==> src/rtl/nibble_serial_subtractor_pkg.sv <==
// Shared constants and state encoding for the nibble-serial subtractor.
// The slice width is fixed at one nibble.
package nibble_serial_subtractor_pkg;

    localparam int NIBBLE_W = 4;

    typedef enum logic [1:0] {
        S_IDLE = 2'd0,
        S_RUN  = 2'd1,
        S_DONE = 2'd2
    } state_t;

    // A single-nibble build still needs a one-bit counter.
    function automatic int cnt_width(input int n);
        return (n > 1) ? $clog2(n) : 1;
    endfunction

endpackage

==> src/rtl/sub_nibble_slice.sv <==
// Combinational 4-bit ripple-borrow subtractor slice: d = a - b - bi.
// bo is the borrow out of the top bit.
module sub_nibble_slice
    import nibble_serial_subtractor_pkg::*;
(
    input  logic [NIBBLE_W-1:0] a,
    input  logic [NIBBLE_W-1:0] b,
    input  logic                bi,
    output logic [NIBBLE_W-1:0] d,
    output logic                bo
);

    logic [NIBBLE_W:0] chain;

    always_comb begin
        chain    = '0;
        d        = '0;
        chain[0] = bi;
        for (int i = 0; i < NIBBLE_W; i++) begin
            d[i]       = a[i] ^ b[i] ^ chain[i];
            chain[i+1] = (~a[i] & b[i]) | (~(a[i] ^ b[i]) & chain[i]);
        end
        bo = chain[NIBBLE_W];
    end

endmodule

==> src/rtl/nibble_serial_subtractor.sv <==
// Wide subtractor that runs one nibble slice over WIDTH/4 cycles.
// It uses valid/ready handshakes on the operand side and on the result side.
module nibble_serial_subtractor
    import nibble_serial_subtractor_pkg::*;
#(
    parameter int WIDTH = 16
) (
    input  logic             clk,
    input  logic             rst_n,
    input  logic             in_valid,
    output logic             in_ready,
    input  logic [WIDTH-1:0] a,
    input  logic [WIDTH-1:0] b,
    input  logic             bin,
    output logic             out_valid,
    input  logic             out_ready,
    output logic [WIDTH-1:0] diff,
    output logic             bout,
    output logic             busy
);

    localparam int NIBBLES = WIDTH / NIBBLE_W;
    localparam int CNT_W   = cnt_width(NIBBLES);
    localparam logic [CNT_W-1:0] CNT_LAST = CNT_W'(NIBBLES - 1);

    state_t                    state;
    state_t                    state_nxt;
    logic [WIDTH-1:0]          a_sh;
    logic [WIDTH-1:0]          b_sh;
    logic [WIDTH-1:0]          diff_r;
    logic                      brw;
    logic                      bout_r;
    logic [CNT_W-1:0]          cnt;
    logic [NIBBLE_W-1:0]       sl_d;
    logic                      sl_bo;
    logic [WIDTH+NIBBLE_W-1:0] diff_cat;

    sub_nibble_slice u_slice (
        .a  (a_sh[NIBBLE_W-1:0]),
        .b  (b_sh[NIBBLE_W-1:0]),
        .bi (brw),
        .d  (sl_d),
        .bo (sl_bo)
    );

    // New nibble enters at the top; the low nibble falls off the bottom.
    always_comb begin
        diff_cat = {sl_d, diff_r};
    end

    always_ff @(posedge clk or negedge rst_n) begin
        if (!rst_n) begin
            state <= S_IDLE;
        end else begin
            state <= state_nxt;
        end
    end

    always_comb begin
        state_nxt = state;
        case (state)
            S_IDLE:  if (in_valid) state_nxt = S_RUN;
            S_RUN:   if (cnt == CNT_LAST) state_nxt = S_DONE;
            S_DONE:  if (out_ready) state_nxt = S_IDLE;
            default: state_nxt = S_IDLE;
        endcase
    end

    always_comb begin
        in_ready  = 1'b0;
        out_valid = 1'b0;
        busy      = 1'b0;
        case (state)
            S_IDLE:  in_ready = 1'b1;
            S_RUN:   busy = 1'b1;
            S_DONE: begin
                out_valid = 1'b1;
                busy      = 1'b1;
            end
            default: ;
        endcase
    end

    always_ff @(posedge clk or negedge rst_n) begin
        if (!rst_n) begin
            a_sh   <= '0;
            b_sh   <= '0;
            diff_r <= '0;
            brw    <= 1'b0;
            bout_r <= 1'b0;
            cnt    <= '0;
        end else begin
            case (state)
                S_IDLE: begin
                    if (in_valid) begin
                        a_sh <= a;
                        b_sh <= b;
                        brw  <= bin;
                        cnt  <= '0;
                    end
                end
                S_RUN: begin
                    a_sh   <= a_sh >> NIBBLE_W;
                    b_sh   <= b_sh >> NIBBLE_W;
                    diff_r <= diff_cat[WIDTH+NIBBLE_W-1:NIBBLE_W];
                    brw    <= sl_bo;
                    // Counter parks on the last nibble instead of wrapping.
                    if (cnt == CNT_LAST) begin
                        bout_r <= sl_bo;
                    end else begin
                        cnt <= cnt + 1'b1;
                    end
                end
                default: ;
            endcase
        end
    end

    assign diff = diff_r;
    assign bout = bout_r;

endmodule

==> config.mk <==
export PLATFORM = sky130hd
export DESIGN_NAME = nibble_serial_subtractor
export DESIGN_NICKNAME = d
export VERILOG_FILES = /design/src/rtl/nibble_serial_subtractor_pkg.sv /design/src/rtl/sub_nibble_slice.sv /design/src/rtl/nibble_serial_subtractor.sv
export SDC_FILE = /design/constraint.sdc
export NUM_CORES = 1
export LEC_CHECK = 0
export BUFFER_PORTS_ARGS = -buffer_cell sky130_fd_sc_hd__buf_4
export CELL_PAD_IN_SITES_DETAIL_PLACEMENT = 1
export CELL_PAD_IN_SITES_GLOBAL_PLACEMENT = 2
export CORE_UTILIZATION = 34
export CTS_BUF_LIST = sky130_fd_sc_hd__clkbuf_16
export DETAILED_ROUTE_END_ITERATION = 10
export PLACE_DENSITY = 0.9
export SYNTH_ARGS = -nofsm -noshare
export SYNTH_HDL_FRONTEND = slang
export SYNTH_SLANG_ARGS = --single-unit
export TNS_END_PERCENT = 20
==> constraint.sdc <==
create_clock -name clk -period 2.4 [get_ports clk]
set_input_delay 0.6 -clock clk [delete_from_list [all_inputs] [get_ports clk]]
set_output_delay 0.6 -clock clk [all_outputs]
set_load 0.02 [all_outputs]
---- Word level (Yosys, flattened, before mapping) ----
Cells that the tools add are included.
word-level totals
  output and inout port bits .............. 20
  input port bits ......................... 37
  bits in registers ....................... 54
cells by class
  bitwise logic cells ..................... 28
  eq/ne operators ......................... 7
  $add $sub $neg .......................... 1
  muxes and demuxes ....................... 16
  reductions and logical operators ........ 7
operators with widths
  kind                                            count
  case mux 16 bit (2 select lines)                2
  2-to-1 mux 16 bit                               2
  2-to-1 mux 2 bit                                5
  bitwise AND 1 bit                               8
  inequality test 2 bit (second input constant)   4
  NOT 1 bit                                       8
  bitwise XOR 1 bit                               8
  case mux 2 bit (3 select lines)                 1
  AND reduction 3 bit                             2
  == test 2 bit (second input constant)           2
  2-to-1 mux 1 bit                                4
  OR 1 bit                                        4
  case mux 2 bit (2 select lines)                 1
  AND reduction 2 bit                             2
  adder 2 x 1 -> 2 bit (second input constant)    1
  == test 2 x 1 -> 1 bit (second input constant)  1
  zero test 2 bit                                 1
  case mux 1 bit (2 select lines)                 1
  nonzero test 2 bit                              1
  OR reduction 2 bit                              1

---- Logic depth before layout (Yosys ltp) ----
Gate-level depths: netlist of the first run.
  word-level depth ........................ 11
  depth in mapped cells ................... 10

---- Hierarchy ----
A second synthesis of the first run with hierarchy kept.
second synthesis, totals
  cell total of the unflattened synthesis .. 221
  area total of the unflattened synthesis .. 2548.7 µm²
by module, submodules not included
  module                    area an instance (µm²)  times used  seq. area each (µm²)  cells each
  nibble_serial_subtractor  2431.1                  1           1351.3                207
  sub_nibble_slice          117.6                   1           0.0                   14

---- Worst setup path after synthesis of the first run ----
Ideal clock, no wire load.
  path type ............................... register -> register
  start point ............................. register b_sh[0]
  end point ............................... register diff_r[15] (netlist: diff[15])
  data arrival time ....................... 2051 ps
  stages on the path, launching flop included .. 9
  buffers on the path ..................... 0
  required time ........................... 2275 ps
  setup slack ............................. 224 ps
  cells stage by stage .................... dfrtp_1 -> inv_1 -> fa_1 -> inv_1 -> fa_1 -> fa_1 -> inv_1 -> fa_1 -> mux2_2
between the ends
  cells in the longest elaborated chain, start to end .. 9
  elaborated cells on any way between the ends .. 10
  those cells by class .................... 10 x bitwise
ends and longest elaborated chain
  what                    RTL line                         RTL
  from (decl)             nibble_serial_subtractor.sv:29   logic [WIDTH-1:0] b_sh;
  from (signal assigned)  nibble_serial_subtractor.sv:104  b_sh <= b_sh >> NIBBLE_W;
  bitwise XOR 1 bit       sub_nibble_slice.sv:21           chain[i+1] = (~a[i] & b[i]) | (~(a[i] ^ b[i]) & chain[i]);
  NOT 1 bit               sub_nibble_slice.sv:21
  bitwise AND 1 bit       sub_nibble_slice.sv:21
  OR 1 bit (*)            sub_nibble_slice.sv:21
  bitwise AND 1 bit (*)   sub_nibble_slice.sv:21
  OR 1 bit (*)            sub_nibble_slice.sv:21
  bitwise AND 1 bit (*)   sub_nibble_slice.sv:21
  OR 1 bit (*)            sub_nibble_slice.sv:21
  bitwise XOR 1 bit (*)   sub_nibble_slice.sv:20           d[i] = a[i] ^ b[i] ^ chain[i];
  net sl_d[3]             nibble_serial_subtractor.sv:34   logic [NIBBLE_W-1:0] sl_d;
  to (signal assigned)    nibble_serial_subtractor.sv:105  diff_r <= diff_cat[WIDTH+NIBBLE_W-1:NIBBLE_W];
  to (decl)               nibble_serial_subtractor.sv:30   logic [WIDTH-1:0] diff_r;
Mark *: on every way through the listed nets, which the timed path passes. The rest lies on a longest branch.
A chain may end at the register's enable or synchronous reset.

---- Worst setup path in the final report of the first run ----
Ends and elaborated chain as after synthesis.

==> results by group, run 1 <==
Critical path
  • Worst-path cell chain: inv_1 -> fa_1 -> inv_1 -> fa_1 -> fa_1 -> inv_1 -> fa_1 -> mux2_2
  • Crit end category: flip-flop
  • CP Class: flip-flop to flip-flop
  • CP top delay family: adder cells
  • Setup crit start kind: flip-flop
  • Worst path max stage delay: around 0.40 ns
  • Crit-path most repeated cell: fa_1
  • Reg2reg start: b_sh[0]$_DFFE_PN0P_
  • WP data required: 2.58 ns
  • Critical Path Slowest Stage Cell: fa_1
  • Worst path bufs/invs: 3
  • Worst EP arrival: 2.50 ns
  • Largest fanout on the critical path: 2
  • Crit path from: b_sh[0]$_DFFE_PN0P_

Pwr
  • Combinational power share: 47.0%
  • Total power: 4792 uW
  • Maximum VDD drop: 0.4687 mV
  • Switching share of power: 37.56%
  • Flop pwr share: between 30% and 40%
  • P_sw: 1800 uW
  • Power Internal: 2992 uW
  • PwrDens: 1513 nW/um^2
  • Clock share of power: 19.2%
  • LEAKAGE: 0.001512 uW

Timing
  • FMAX: 431.8 MHz
  • Final Hold Fails: 0
  • Fin. max-slew vios: 0
  • Skew final: ~0.004 ns
  • Slew @ Worst Pin: between 0.6 and 0.7 ns
  • WHS: roughly 0.35 ns
  • Relative slew slack: 54.35%
  • Crit path time final: 2.316 ns
  • Sum Neg Setup Slack: 0 ns
  • Period Utilization, post-route: roughly 96%
  • Final setup vio count: 0
  • RSZ-0062 raised after global routing: false

Placement
  • Post-DP HPWL: 3.422 mm
  • Gp weighted congestion: a little over 0.7
  • Inst Count DP: 362
  • PortBufs: 56

Die
  • Rows: 30
  • # IOs: 57
  • Die H: between 80 and 90 microns
  • Die W: 87.38 microns
  • Core ar.: 6907 sq um
  • Starting Density: a little over a third
  • Die area: about 7600 sq um

GRT
  • First-pass GRT wire length: 8.418 mm
  • Initial antenna violation count: 0
  • Grt ovf: 0
  • Vias in the first global route: 1720
  • Largest net degree at the start of global routing: 55
  • All-Layer GR Usage: 14.88%

Route
  • Initial DRC Count: between 70 and 80
  • Routed vias/inst: 4.546
  • Final wirelength: 5.001 mm
  • DRC: 0
  • Vias: 1682
  • WL/cell: 13.52 microns
  • Post-DRT Antenna Nets: 0
  • Drt pass-1 iters: 4

Min path
  • Hold Crit Class: primary input to asynchronous set/reset pin

Cells and area
  • Final Non-Filler Cells: 370
  • Commonest cells after routing, fill and taps aside: buf_4 (56), dfrtp_1 (54), nand2_1 (46)
  • Synth-to-Final Area Change: 27.76%
  • Commonest non-fill, non-tap cell in the layout: buf_4
  • Fillers: 785
  • Nets: 318
  • Share of cells above drive strength 1: 30.66%
  • Antenna cells: 0

Clock tree
  • Maximum clock path buffer count: 2
  • Clock Sink Count: 54
  • Cts repair resizes: 0
  • Cts hold-fix bufs: 0
  • Reg clk slew, reported paths: 0.07 ns
  • H-Tree Depth: 2
  • CTS tree: built
  • Clock Tree Root: clkbuf_16
  • Post-CTS Setup Bufs: 0
  • CTS Buf Count: 5
  • Worst-skew pair later-pin latency: 0.30 ns

Synthesis
  • Synthesized area per cell: 11.22 sq um
  • Sequential cell area fraction in the yosys report: 54.52%
  • Largest area contributor in the netlist: dfrtp_1
  • Seq cells post-synth: 54
  • Top cells by area, synth: dfrtp_1 (55%), mux2i_1 (10%), o21ai_0 (7.3%)
  • Post-synth top area share: 54.52%
  • Cells after Synth: 221
  • Yosys cell types: 23
  • Synth Warn #: 0
  • Post-Synthesis Cell Area: 2479 sq um
  • Net Count, Synth: 266

Outcome
  • Status: finished clean

Run
  • # Max-Cap Violations: 0
worst reg2reg max path, delay by kind of cell, from the launching register on:
| kind | cells | cell delay [ns] |
|---|---|---|
| flops | 1 | 0.38 |
| mux | 1 | 0.27 |
| buf+inv | 3 | 0.22 |
| fa+ha+maj | 4 | 1.33 |
cell type report:
| class | instances | area [sq um] | area share (%) |
|---|---|---|---|
| flip-flops and latches | 54 | 1351 | 42.67 |
| multi-input cells | 143 | 1005 | 31.73 |
| repair buffers | 58 | 460.4 | 14.54 |
| clock buffers | 5 | 125.1 | 3.951 |
| well taps | 96 | 120.1 | 3.793 |
| clock inverters | 3 | 63.81 | 2.015 |
| inverters | 11 | 41.29 | 1.304 |
final timing paths:
path / to / cells after the start / slack (ns)
max: diff[15]$_DFFE_PN0P_ / 8 / 0.08
min: diff[5]$_DFFE_PN0P_ / 1 / 0.35
max reg2reg: diff[15]$_DFFE_PN0P_ / 8 / 0.08
min in group clk: b_sh[7]$_DFFE_PN0P_ / 2 / 0.48
max in group asynchronous: b_sh[15]$_DFFE_PN0P_ / 1 / 1.60
min reg2reg: b_sh[7]$_DFFE_PN0P_ / 2 / 0.48
Yosys cell counts (all sizes together):
| cell | n |
|---|---|
| o21ai | 37 |
| a31oi | 2 |
| and2 | 1 |
| nor2 | 1 |
| dfrtp | 54 |
| nand2b | 2 |
| a22oi | 1 |
| mux2 | 16 |
| a21oi | 1 |
| ha | 4 |
| fa | 4 |
| buf | 9 |
| clkbuf | 4 |
| mux2i | 26 |
| nand2 | 46 |
| nor2b | 1 |
| inv | 11 |
| o211ai | 1 |
registers in the layout (all words and copies together) (netlist names):
register  flops
a_sh         16
brw           1
bout          1
cnt           2
diff         16
b_sh         16
state         2
layer usage:
layer / part of all wire, % / track usage (%) / vias up / wire length, microns
li1: - / - / 840 / -
met2: 48 / 24.72 / 44 / 2404
met1: 45 / 17.82 / 789 / 2233
met5: 0 / 0 / - / 0
met3: 5.0 / 3.507 / 9 / 249
met4: 2.3 / 8.048 / 0 / 114
power groups by stage:
stage               registers [uW]  logic (uW)  clock network [uW]
finish                        1620        2250                 920
global placement              1610        2180                   0
detailed placement            1650        2280                   0
CTS                           1630        2300                 949
global route                  1680        2520                 985
floorplan                     1750        1480                   0
logic make-up (layout without fill, tap and decap cells):
| group | after synthesis | in the layout | share of synthesized area (%) |
|---|---|---|---|
| compound gates | 42 | 42 | 8.783 |
| flops | 54 | 54 | 54.52 |
| buf+inv | 24 | 77 | 5.048 |
| simple gates | 51 | 51 | 8.127 |
| mux | 42 | 42 | 18.27 |
| fa+ha+maj | 8 | 8 | 5.250 |
through the flow:
step	instance area (sq um)	worst slack (ns)	util [%]
finish	3167	0.08433	45.85
global route	3167	0.009216	45.85
CTS	3167	0.08067	45.85
detailed placement	2978	0.1143	43.12
global placement	2978	0.1870	43.12
floorplan	2479	0.2244	-
No activity file was read; power rests on OpenSTA's default activity.
==> run 2: changes to the inputs <==
Settings changed: BUFFER_PORTS_ARGS -buffer_cell sky130_fd_sc_hd__buf_4 to -buffer_cell sky130_fd_sc_hd__buf_2.
==> results by group, run 2 (synthesized netlist as in run 1, its figures left out) <==
Route
  • Initial DRC Count: 66 (-11%)
  • Final wirelength: 4.930 mm (-1.4%)
  • DRC: 0 (unchanged)
  • Routed vias/inst: 4.596 (+1.1%)
  • Drt pass-1 iters: 4 (unchanged)
  • Post-DRT Antenna Nets: 0 (unchanged)
  • Vias: 1719 (+2.2%)
  • WL/cell: 13.18 microns (-2.5%)

Timing
  • Fin. max-slew vios: 0 (unchanged)
  • Sum Neg Setup Slack: 0 ns (unchanged)
  • Skew final: 0.008479 ns (+0.004539 ns)
  • Relative slew slack: 67.97% (+14 points)
  • RSZ-0062 raised after global routing: false
  • Crit path time final: 2.253 ns (-0.06256 ns)
  • Period Utilization, post-route: 93.88% (-2.6 points)
  • Final setup vio count: 0 (unchanged)
  • Slew @ Worst Pin: 0.4804 ns (-0.2043 ns)
  • FMAX: 443.8 MHz (+2.8%)
  • Final Hold Fails: 0 (unchanged)

Cells and area
  • Final Cell Area: 3009 sq um (-5.0%)
  • Nets: 322 (+1.3%)
  • Core Util, Final: 43.57% (-2.3 points)
  • Commonest non-fill, non-tap cell in the layout: buf_2
  • Share of cells above drive strength 1: 32.01% (+1.4 points)
  • Synth-to-Final Area Change: 21.40%
  • Final Non-Filler Cells: 374 (+1.1%)
  • Commonest cells after routing, fill and taps aside: buf_2 (56), dfrtp_1 (54), nand2_1 (46)
  • Antenna cells: 0 (unchanged)

Critical path
  • Largest fanout on the critical path: 2 (unchanged)
  • CP top delay family: adder cells
  • Critical Path Slowest Stage Cell: fa_1
  • Worst-path cell chain: inv_1 -> fa_1 -> inv_1 -> fa_1 -> fa_1 -> inv_1 -> fa_1 -> mux2_2
  • Worst path bufs/invs: 3 (unchanged)
  • WP data required: 2.59 ns (about the same)
  • Crit-path most repeated cell: fa_1
  • Worst r2r path cells: 8 (unchanged)
  • End of the critical path: diff[15]$_DFFE_PN0P_
  • WP depth: 8 (unchanged)
  • RR Endpoint: diff[15]$_DFFE_PN0P_
  • CP Class: flip-flop to flip-flop
  • Crit end category: flip-flop
  • Setup crit start kind: flip-flop
  • Crit path from: b_sh[0]$_DFFE_PN0P_
  • Worst path max stage delay: 0.41 ns (about the same)
  • Worst EP arrival: 2.44 ns (-0.06 ns)
  • Reg2reg start: b_sh[0]$_DFFE_PN0P_
  • R2R Setup Slk: 0.15 ns (+0.06 ns)

Die
  • Die area: 7635 sq um (unchanged)
  • Die H: 87.38 microns (unchanged)
  • Die W: 87.38 microns (unchanged)
  • Rows: 30 (unchanged)
  • Starting Density: 35.89% (unchanged)
  • Core ar.: 6907 sq um (unchanged)
  • # IOs: 57 (unchanged)

Pwr
  • Combinational power share: 47.4% (+0.4 points)
  • PwrDens: 1483 nW/um^2 (-2.0%)
  • P_sw: 1790 uW (-0.58%)
  • LEAKAGE: 0.001466 uW (-3.0%)
  • Total power: 4463 uW (-6.9%)
  • Switching share of power: 40.10% (+2.5 points)
  • Power Internal: 2674 uW (-11%)
  • Maximum VDD drop: 0.4912 mV (+4.8%)
  • Clock share of power: 16.6% (-2.6 points)
  • Flop pwr share: 36.0% (+2.2 points)

Placement
  • PortBufs: 56 (unchanged)
  • Inst Count DP: 366 (+1.1%)
  • Gp weighted congestion: 0.7079 (-2.7%)
  • Placed cell area: 2855 sq um (-4.1%)
  • Post-DP HPWL: 3.569 mm (+4.3%)

Clock tree
  • H-Tree Depth: 2 (unchanged)
  • Reg clk slew, reported paths: 0.08 ns (about the same)
  • Maximum clock path buffer count: 2 (unchanged)
  • Cts repair resizes: 0 (unchanged)
  • Cts hold-fix bufs: 0 (unchanged)
  • CTS tree: built
  • Clock Sink Count: 54 (unchanged)
  • CTS Buf Count: 5 (unchanged)
  • Worst-skew pair later-pin latency: 0.30 ns (about the same)
  • Clock Tree Root: clkbuf_16
  • Post-CTS Setup Bufs: 0 (unchanged)

GRT
  • Initial antenna violation count: 0 (unchanged)
  • Largest net degree at the start of global routing: 69 (+25%)
  • Grt ovf: 0 (unchanged)
  • Vias in the first global route: 1835 (+6.7%)
  • First-pass GRT wire length: 8.535 mm (+1.4%)
  • All-Layer GR Usage: 14.87% (about the same)

Outcome
  • Status: finished clean

Min path
  • Hold Crit Class: primary input to asynchronous set/reset pin

Run
  • # Max-Cap Violations: 0 (unchanged)
==> run 2: cell types whose count changed in the layout (fill, tap and decap cells not counted), moves of 2 or more <==
cell and change:
buf_2 +56, bufinv_16 -2, clkinv_4 +2, buf_4 -51
==> run 2: cell type report <==
class | instances | area (sq um)
fill | 810 | 3897
clock buffer | 5 | 125.1
sequential | 54 | 1351
inverter | 11 | 41.29
multi-input combinational | 143 | 1005
tap | 96 | 120.1
timing repair buffer | 62 | 337.8
clock inverter | 3 | 28.78
==> run 2: power groups by stage <==
stage	clock (uW)	combinational (uW)	sequential [uW]
6_report	742	2120	1600
5_1_grt	804	2400	1670
4_1_cts	772	2180	1620
3_5_place_dp	0	2170	1640
3_3_place_gp	0	2080	1600
2_1_floorplan	0	1480	1750
==> run 2: through the flow <==
stage / hold WS, ns / setup slack, ns
detailed placement: 0.4705 / 0.1413
floorplan: 0.3044 / 0.2244
global route: 0.2940 / 0.03431
finish: 0.2542 / 0.1469
global placement: 0.4604 / 0.1872
CTS: 0.2697 / 0.1278
==> run 2: layer usage <==
metal / share of wire [%] / vias to the layer above / global-route usage [%]
li1: - / 851 / -
met1: 45 / 817 / 18.20
met2: 48 / 45 / 25.14
met3: 5.1 / 6 / 3.981
met4: 1.5 / 0 / 5.365
met5: 0 / - / 0
==> run 2: worst min path at each step <==
stage / startpoint / end
6_report: rst_n / diff[5]$_DFFE_PN0P_
3_5_place_dp: b_sh[11]$_DFFE_PN0P_ / b_sh[11]$_DFFE_PN0P_
4_1_cts: rst_n / diff[5]$_DFFE_PN0P_
2_1_floorplan: rst_n / a_sh[0]$_DFFE_PN0P_
3_3_place_gp: b_sh[14]$_DFFE_PN0P_ / b_sh[14]$_DFFE_PN0P_
5_1_grt: rst_n / diff[5]$_DFFE_PN0P_
